### src/rtl/fetch_unit.sv
// Instruction-fetch stage: owns the PC, issues one request at a time to a
// variable-latency instruction memory and presents the fetched word to Decode.
//
// state   | meaning
// --------+---------------------------------------------------------------
// ISSUE   | strobe a request for pc_q this cycle
// WAIT    | one live request outstanding, waiting for rvalid
// HOLD    | instruction valid on InstrF, waiting for Decode to take it
// DISCARD | outstanding request made stale by a redirect; drop its data
module fetch_unit #(
    parameter int            N        = 32,
    parameter logic [N-1:0]  RESET_PC = '0
) (
    input  logic         clk,
    input  logic         rst,
    input  logic         StallF,
    input  logic         PCSrcE,
    input  logic [N-1:0] PCTargetE,
    output logic         imem_req,
    output logic [N-1:0] imem_addr,
    input  logic [N-1:0] imem_rdata,
    input  logic         imem_rvalid,
    output logic [N-1:0] InstrF,
    output logic [N-1:0] PCF,
    output logic [N-1:0] PCPlus4F,
    output logic         ValidF
);

    typedef enum logic [1:0] {ISSUE, WAIT, HOLD, DISCARD} state_t;

    localparam logic [N-1:0] PC_STEP = N'(4);

    state_t       state_q, state_d;
    logic [N-1:0] pc_q, pc_d;
    logic [N-1:0] inst_q, inst_d;
    logic [N-1:0] pc_plus4;
    logic         req_c;

    assign pc_plus4 = pc_q + PC_STEP;

    always_ff @(posedge clk or posedge rst) begin
        if (rst) begin
            state_q <= ISSUE;
            pc_q    <= RESET_PC;
            inst_q  <= '0;
        end else begin
            state_q <= state_d;
            pc_q    <= pc_d;
            inst_q  <= inst_d;
        end
    end

    always_comb begin
        state_d   = state_q;
        pc_d      = pc_q;
        inst_d    = inst_q;
        req_c     = 1'b0;
        imem_addr = pc_q;
        case (state_q)
            ISSUE: begin
                req_c   = 1'b1;
                state_d = WAIT;
                if (PCSrcE) begin
                    pc_d    = PCTargetE;
                    state_d = DISCARD;
                end
            end
            WAIT: begin
                if (PCSrcE) begin
                    pc_d    = PCTargetE;
                    state_d = imem_rvalid ? ISSUE : DISCARD;
                end else if (imem_rvalid) begin
                    inst_d  = imem_rdata;
                    state_d = HOLD;
                end
            end
            HOLD: begin
                // Next request goes out in the same cycle the held word is consumed.
                imem_addr = pc_plus4;
                if (PCSrcE) begin
                    pc_d    = PCTargetE;
                    state_d = ISSUE;
                end else if (!StallF) begin
                    req_c   = 1'b1;
                    pc_d    = pc_plus4;
                    state_d = WAIT;
                end
            end
            DISCARD: begin
                if (PCSrcE) pc_d = PCTargetE;
                if (imem_rvalid) state_d = ISSUE;
            end
            default: state_d = ISSUE;
        endcase
    end

    assign imem_req = req_c & ~rst;
    assign ValidF   = (state_q == HOLD);
    assign InstrF   = (state_q == HOLD) ? inst_q : '0;
    assign PCF      = pc_q;
    assign PCPlus4F = pc_plus4;

endmodule

### config.mk
export PLATFORM = sky130hd
export DESIGN_NAME = fetch_unit
export DESIGN_NICKNAME = d
export VERILOG_FILES = /design/src/rtl/fetch_unit.sv
export SDC_FILE = /design/constraint.sdc
export NUM_CORES = 1
export LEC_CHECK = 0
export BUFFER_PORTS_ARGS = -buffer_cell sky130_fd_sc_hd__buf_2
export CORE_ASPECT_RATIO = 1.5
export CORE_UTILIZATION = 45
export DETAILED_ROUTE_END_ITERATION = 6
export GPL_TIMING_DRIVEN = 0
export PLACE_DENSITY = 0.78
export SLEW_MARGIN = 30
export SYNTH_ARGS = -nofsm -noshare
export SYNTH_HDL_FRONTEND = slang
export SYNTH_SLANG_ARGS = --single-unit
### constraint.sdc
create_clock -name clk -period 4.5 [get_ports clk]
set_input_delay 0.225 -clock clk [delete_from_list [all_inputs] [get_ports clk]]
set_output_delay 0.225 -clock clk [all_outputs]
set_load 0.1 [all_outputs]
==> qor.yml <==
finalSetupTns_ns: 0
ys_ff_latch: 66
htree_levels: 3
grt_pass1_vias: 4039
synth_top_cell_by_area: "dfrtp_1"
routedWlPerCell_microns: 15.17
max_freq_mhz: 306.6
cts_sinks: 66
final_common_cell: "buf_2"
fin_util_pct: 61.65
ys_seq_area_share_pct: 38.70
cpMostUsedCell: "clkbuf_1"
portBuffers: 198
cp-start-kind: "flip-flop"
finalNetCount: 751
crit_chain: "nand2b_1, clkbuf_1, inv_1, clkbuf_1, nand3_1, nor2_1, xor2_1, buf_2"
ant_nets: 0
irDropWorstVdd_uv: 581.2
overflow: 0
worstHoldStart: "PCTargetE[9]"
initial_core_util_pct: 46.12
multiInputGateArea_sq_mm: 0.002382
cts_tree: "yes"
finalClockSkew_ns: 0.007702
postCtsSetupBuffers: 0
critPathTopFamily: "buffers and inverters"
rows: 43
grt_pass1_wl_microns: 18900
critPathLaunch: "state_q[0]"
synth-warning-count: 0
first_iter_violations: 155
power.density_mw_per_mm2: 662.9
r2r_start: "PCF[3]"
dp_cells: 781
layout_common_cells: "204 x buf_2, 66 x dfrtp_1, 65 x nand2_1, 52 x xnor2_1, 37 x and2_1"
instances_no_fill: 798
setup_viol: 0
syn-cell-area_sq_mm: 0.004268
cp.arrival_ns: 3.04
cp-end-kind: "output pin"
dieArea_sq_mm: 0.009886
gp_congestion: 0.9578
crit_type: "flip-flop to output pin"
slowest_stage: "clkbuf_1"
antenna_found_initial: 0
synth_nets: 540
die_w_microns: 81.52
diodes: 0
outcome: "finished, final reports clean"
cts_buffers: 9
grt_max_degree: 39
routed-via-count: 4113
syn_to_final_growth_pct: 33.69
cp_slowest_stage_delay_ns: 0.50
path_clk_slew_ns: 0.06
io_pins: 199
cts_root_buffer: "clkbuf_16"
dp_hpwl_microns: 9370
clk_latency_ns: 0.32
postSynthAreaPerCell_sq_um: 9.081
synth_cells: 470
synth_top_area_share_pct: 38.70
regArea_sq_mm: 0.001652
finalCritPeriodShare_pct: 72.48
rsz0062_at_grt: "false"
drtPass1Iterations: 4
slew_viol_final: 0
postCtsHoldBufs: 1
grt_use_total_pct: 25.31
fillers: 819
yosysUniqueCellTypes: 37
drc: 0
coreArea_sq_mm: 0.009254
max-cap-violations: 0
r2r_slack_ns: 2.23
total_power_mw: 3.782
cts_resized: 0
leakage_nw: 2.743
min_path_type: "input port to flip-flop"
die_y_microns: 121.3
max_slew.worst_pin.slew_ns: 0.7082
drt-vias-per-instance: 5.154
slew-limit-headroom_pct: 52.79
crit_fanout: 10
cp_num_buf_inv: 4
cp.required_ns: 4.28
clk_path_buf_depth: 2
drt_wl_total_microns: 12110
hold_violations: 0
synth_area_leaders: "dfrtp_1 39%, xnor2_1 11%, mux2_2 8.7%"
drive_gt1_share_pct: 40.09
period_minus_slack_ns: 3.262
[worst paths after layout]
kind	end	cells after the start
setup reg to reg	PCF[28]	7
min in group asynchronous	inst_q[22]	3
setup / recovery	imem_addr[27]	8
hold / removal	PCF[9]	3
max in group asynchronous	inst_q[18]	4
hold reg to reg	inst_q[6]	1
[area by class of cell]
| cell class | instances | share of cell area [%] |
|---|---|---|
| clock inverters | 7 | 0.8114 |
| plain buffers | 45 | 3.684 |
| flip-flops and latches | 66 | 28.95 |
| inverters | 7 | 0.5044 |
| repair buffers | 200 | 17.89 |
| well taps | 112 | 2.456 |
| multi-input cells | 352 | 41.75 |
| clock buffers | 9 | 3.947 |
[worst min-delay path, cell delays in order]
cell and delay (ns):
buf_2 0.08, nand2_1 0.04, o21ai_0 0.05
[cells by family after synthesis]
group / Yosys count / synth area share, %
simple gates: 195 / 24.16
xor+xnor: 87 / 17.85
flops: 66 / 38.70
buf+inv: 52 / 5.541
mux: 36 / 9.440
compound gates: 33 / 4.017
fa+ha+maj: 1 / 0.2931
[metal layers]
| layer | GRT usage (%) | wire, microns | vias to the layer above |
|---|---|---|---|
| li1 | - | - | 1955 |
| met2 | 44.84 | 6446 | 187 |
| met4 | 12.50 | 240 | 0 |
| met5 | 0 | 0 | - |
| met1 | 27.78 | 4529 | 1946 |
| met3 | 5.113 | 893 | 25 |
[sequential cells by signal, summed over array words and instances, names as in the netlist]
| register | count |
|---|---|
| inst_q | 32 |
| state_q | 2 |
| PCF | 32 |
[power breakdown]
group,internal (mW),total (mW),switching (mW)
sequential,0.776,0.887,0.111
clock,0.370,0.635,0.265
combinational,0.425,2.26,1.84
total,1.57,3.78,2.21
[per-stage QoR]
stage | hold slack [ns] | setup WS (ns) | instance area (sq um)
6_report | 0.1069 | 1.238 | 5705
5_1_grt | 0.1052 | 1.002 | 5705
4_1_cts | 0.09732 | 1.170 | 5703
3_5_place_dp | 0.3010 | 1.533 | 5421
3_3_place_gp | 0.4366 | 1.539 | 5399
2_1_floorplan | 0.3180 | 0.4312 | 4268
[synth_stat cells]
cell,instances
buf_4,7
or2_1,1
and3_1,10
mux2i_1,2
mux2_1,1
nand4_4,1
buf_6,1
a21oi_1,1
nor2b_1,1
inv_2,1
dfrtp_1,66
or4_4,1
nor4_1,1
or3b_1,1
and2_1,37
nand2_1,65
nor2_1,26
nor3_2,3
o21a_1,1
clkbuf_1,28
nor3_1,8
o21ai_2,1
xor2_1,35
nand2b_1,2
buf_1,3
o21ai_0,12
and4_1,2
nand3_2,2
ha_1,1
mux2_2,33
o21ai_1,18
nand3_1,22
nor4_4,2
xnor2_1,52
buf_2,6
nand4_1,10
inv_1,6
Power figures use the tool's default switching activity.
